$ cat config.mk
export PLATFORM = sky130hd
export DESIGN_NAME = processing_element
export DESIGN_NICKNAME = d
export VERILOG_FILES = /design/src/rtl/processing_element.sv
export SDC_FILE = /design/constraint.sdc
export NUM_CORES = 1
export LEC_CHECK = 0
export BUFFER_PORTS_ARGS = -buffer_cell sky130_fd_sc_hd__buf_2
export CAP_MARGIN = 20
export CORE_ASPECT_RATIO = 1.4
export CORE_MARGIN = 4
export CORE_UTILIZATION = 35
export DETAILED_ROUTE_END_ITERATION = 8
export GPL_TIMING_DRIVEN = 1
export MAX_ROUTING_LAYER = met4
export PLACE_DENSITY = 0.47
export SLEW_MARGIN = 30
export SYNTH_ARGS = -nofsm -noshare
export SYNTH_HDL_FRONTEND = slang
export SYNTH_SLANG_ARGS = --single-unit
$ cat constraint.sdc
create_clock -name clk -period 8.6 [get_ports clk]
set_input_delay 1.29 -clock clk [delete_from_list [all_inputs] [get_ports clk]]
set_output_delay 1.29 -clock clk [all_outputs]
set_load 0.02 [all_outputs]
$ cat src/rtl/processing_element.sv
`default_nettype none
// ============================================================================
// Module      : processing_element
// Description : Systolic-array MAC cell. Forwards A east and B south, keeps a
//               wrapping N-bit accumulator and drains it onto Bout on write.
// Revision    : 1.0 - initial release
// ============================================================================
module processing_element #(
    parameter int N = 32
) (
    input  logic [N-1:0] A,
    input  logic [N-1:0] B,
    output logic [N-1:0] Aout,
    output logic [N-1:0] Bout,
    input  logic         clk,
    input  logic         clr,
    input  logic         read,
    input  logic         write
);

    logic [N-1:0] r_acc;
    logic [N-1:0] r_aout;
    logic [N-1:0] r_bout;

    logic [N-1:0] w_prod;
    logic [N-1:0] w_acc_next;

    // Product keeps only its low N bits; the accumulator wraps modulo 2^N.
    assign w_prod     = A * B;
    assign w_acc_next = read ? (r_acc + w_prod) : r_acc;

    always_ff @(posedge clk or posedge clr) begin
        if (clr) begin
            r_acc  <= '0;
            r_aout <= '0;
            r_bout <= '0;
        end else begin
            r_acc <= w_acc_next;
            if (read) begin
                r_aout <= A;
            end
            // A drain takes priority over forwarding B and shows the
            // post-accumulate value when read and write coincide.
            if (write) begin
                r_bout <= w_acc_next;
            end else if (read) begin
                r_bout <= B;
            end
        end
    end

    assign Aout = r_aout;
    assign Bout = r_bout;

endmodule
`default_nettype wire

==> run metrics <==
status complete, no violations; worst hold path endpoint Aout[29]; count leader, synth inv_1; GP Congestion about 0.9; Top Ports 132; # fillers between 5000 and 6000; Synth async-reset ratio 100%; Ys Warns 0; FF-to-FF End Bout[30]; DR WL/cell between 20 and 25 um; Synth Register Bits 96; Non-Filler Instances 3060; Root Driver clkbuf_16; reg2reg start r_acc[18]; die area around 63000 um^2; Mapped Area between 20000 and 25000 um^2; CTS H-Tree Depth 3; clock slew at reported path FFs roughly 0.080 ns; Max FO, Critical Path 6; IO Port Bufs between 100 and 150; number of global-route vias before repair between 15000 and 20000; final setup margin 0.403 ns; slowest cell on the critical path fa_1; # setup viols final 0; Final Max Slew Viols 0; dpl hpwl approximately 57 mm; crit-path cells buf_2, buf_4, and2_1, fa_1, fa_1, fa_1, inv_1, fa_1, inv_1, fa_1, fa_1, fa_1, inv_1, fa_1, inv_1, ha_1, nand3_1, buf_4, or3_1, a32oi_1, a41oi_2, o21ai_1, xor2_1, mux4_2; pin count of the biggest net entering global routing a little under 60; core area between 50000 and 60000 um^2; Fin. Hold Viols 0; most common library cells after synthesis 493 x inv_1, 438 x fa_1, 316 x and2_1, 248 x nand2_1, 124 x ha_1; Via density a little under 5; Mapped Nets ~2800; initial core utilization 35.3%; Max Fclk approximately 120 MHz; crit start category input pin; Die H just under 300 um; DRC 0; grt total ovfl 0; Netlist cell types 53; CP most frequent cell fa_1; clock tree from TritonCTS built; share of the synthesized area in the top cell type about 42%; row count roughly 110; r2r setup slk about 1.2 ns; Avg Synthesized Cell Area just under 10 um^2; unrepaired setup endpoints after global routing no; Worst-Skew Late Latency about 0.4 ns; setup TNS 0 ns; Clock Path Buffers 2; Max-Cap Viols 0; number of CTS-inserted buffers 9; Post-synth EDFFs 0; initial antenna violation count 9; Final nets approximately 3000; Post-CTS Setup Inserts 0; worst path required time approximately 8.9 ns; Largest stage delay, worst path between 0.5 and 0.6 ns; Synth Flop Type dfrtp_1; Setup WS pre-CTS -0.0309 ns; critical path data arrival time 8.46 ns; Hold Path Class reg -> reg; initial drt markers 712; Post-Syn Instances ~2200; 1st-pass router iterations 5; Placed Cells incl. Taps a little over 3000; Antenna Nets Post-Route 0; Worst Clk Skew 0.0175 ns; R2R depth 22; GRT Util Overall 23.2%; sequential share of the synthesized area 11.6%; via count ~15000; Area Growth Syn to Fin 11.3%; minimum clock period 8.20 ns; CTS Sinks 96; area leader, netlist fa_1; worst min-delay path startpoint Aout[29]; fin crit share 95.3%; Slew HR between 30% and 40%; worst setup path class in -> reg; Least-Margin Pin Slew 0.946 ns; layout cells sized above 1 14.2%; CP Capture Type flop; first-pass GRT wire length around 110 mm; die width 213 um; worst hold path cell count 1; Total Wirelength ~70 mm; cells taking the most area after synthesis fa_1 42%, dfrtp_1 12%, and2_1 9.6%
[layout make-up]
cell class / count / area (um^2) / area share (%)
inverter: 493 / 1850 / 8.05
multi-input combinational: 1456 / 16000 / 69.5
clock inverter: 6 / 56.3 / 0.245
clock buffer: 10 / 239 / 1.04
timing repair buffer: 242 / 1520 / 6.59
antenna: 8 / 20.0 / 0.0870
tap: 749 / 937 / 4.07
sequential: 96 / 2400 / 10.4
[metal layers]
| metal | GRT usage [%] | routed length, um |
|---|---|---|
| met2 | 39.0 | 34000 |
| met4 | 7.42 | 2130 |
| met3 | 2.76 | 2550 |
| met1 | 29.5 | 29600 |
| met5 | - | 0 |
[kinds of logic after synthesis]
group / share of synthesized area [%]
buffers and inverters: 11.1
XOR/XNOR: 3.64
AND/OR/NAND/NOR: 15.2
multiplexers: 4.97
flip-flops: 11.6
AO/OA/AOI/OAI: 3.59
adder cells (fa/ha/maj): 49.9
[cell usage in the layout, fill, tap and decap left out, drive strengths merged, types with 8 or more instances in the layout]
master / instances
mux2: 49
xor2: 20
mux4: 10
a21o: 16
fa: 438
o21ai: 41
diode: 8
dfrtp: 96
buf: 242
clkbuf: 10
ha: 124
nand3: 10
and2: 317
xnor2: 66
inv: 497
a21oi: 25
nand2: 249
mux2i: 25
nor2: 17
[critical path: cells and delay by family]
family	cells	cell delay, ns
buffers and inverters	7	0.73
XOR/XNOR	1	0.13
AND/OR/NAND/NOR	3	0.70
multiplexers	1	0.48
adder cells (fa/ha/maj)	9	4.30
AO/OA/AOI/OAI	3	0.80
[sequential cells by signal, summed over array words and instances, names as in the netlist]
name / flops
Aout: 32
Bout: 32
r_acc: 32
[per-stage QoR]
stage | hold WS, ns | util, % | instance area, um^2
6_report | 0.510 | 39.3 | 23000
2_1_floorplan | 0.473 | - | 20700
5_1_grt | 0.522 | 39.3 | 23000
3_5_place_dp | 0.491 | 38.7 | 22700
4_1_cts | 0.513 | 39.2 | 23000
3_3_place_gp | 0.484 | 38.7 | 22700
[worst max path at each step]
stage	from	to	slack (ns)
after floorplan	A[13]	Bout[29]	0.33
after global placement	B[2]	Bout[30]	0.005
after detailed placement	B[1]	Bout[31]	-0.03
after CTS	B[1]	Bout[27]	0.38
after global routing	B[1]	Bout[27]	0.04
final	A[17]	Bout[30]	0.40
[timing repair]
item | 4_1_cts | 5_1_grt
resized for setup | 0 | 1
hold buffers | 0 | 0
setup endpoints to repair | 0 | 1
Power is not shown: default switching activity piles up to over one toggle a cycle in this logic, so the estimate is an artifact.
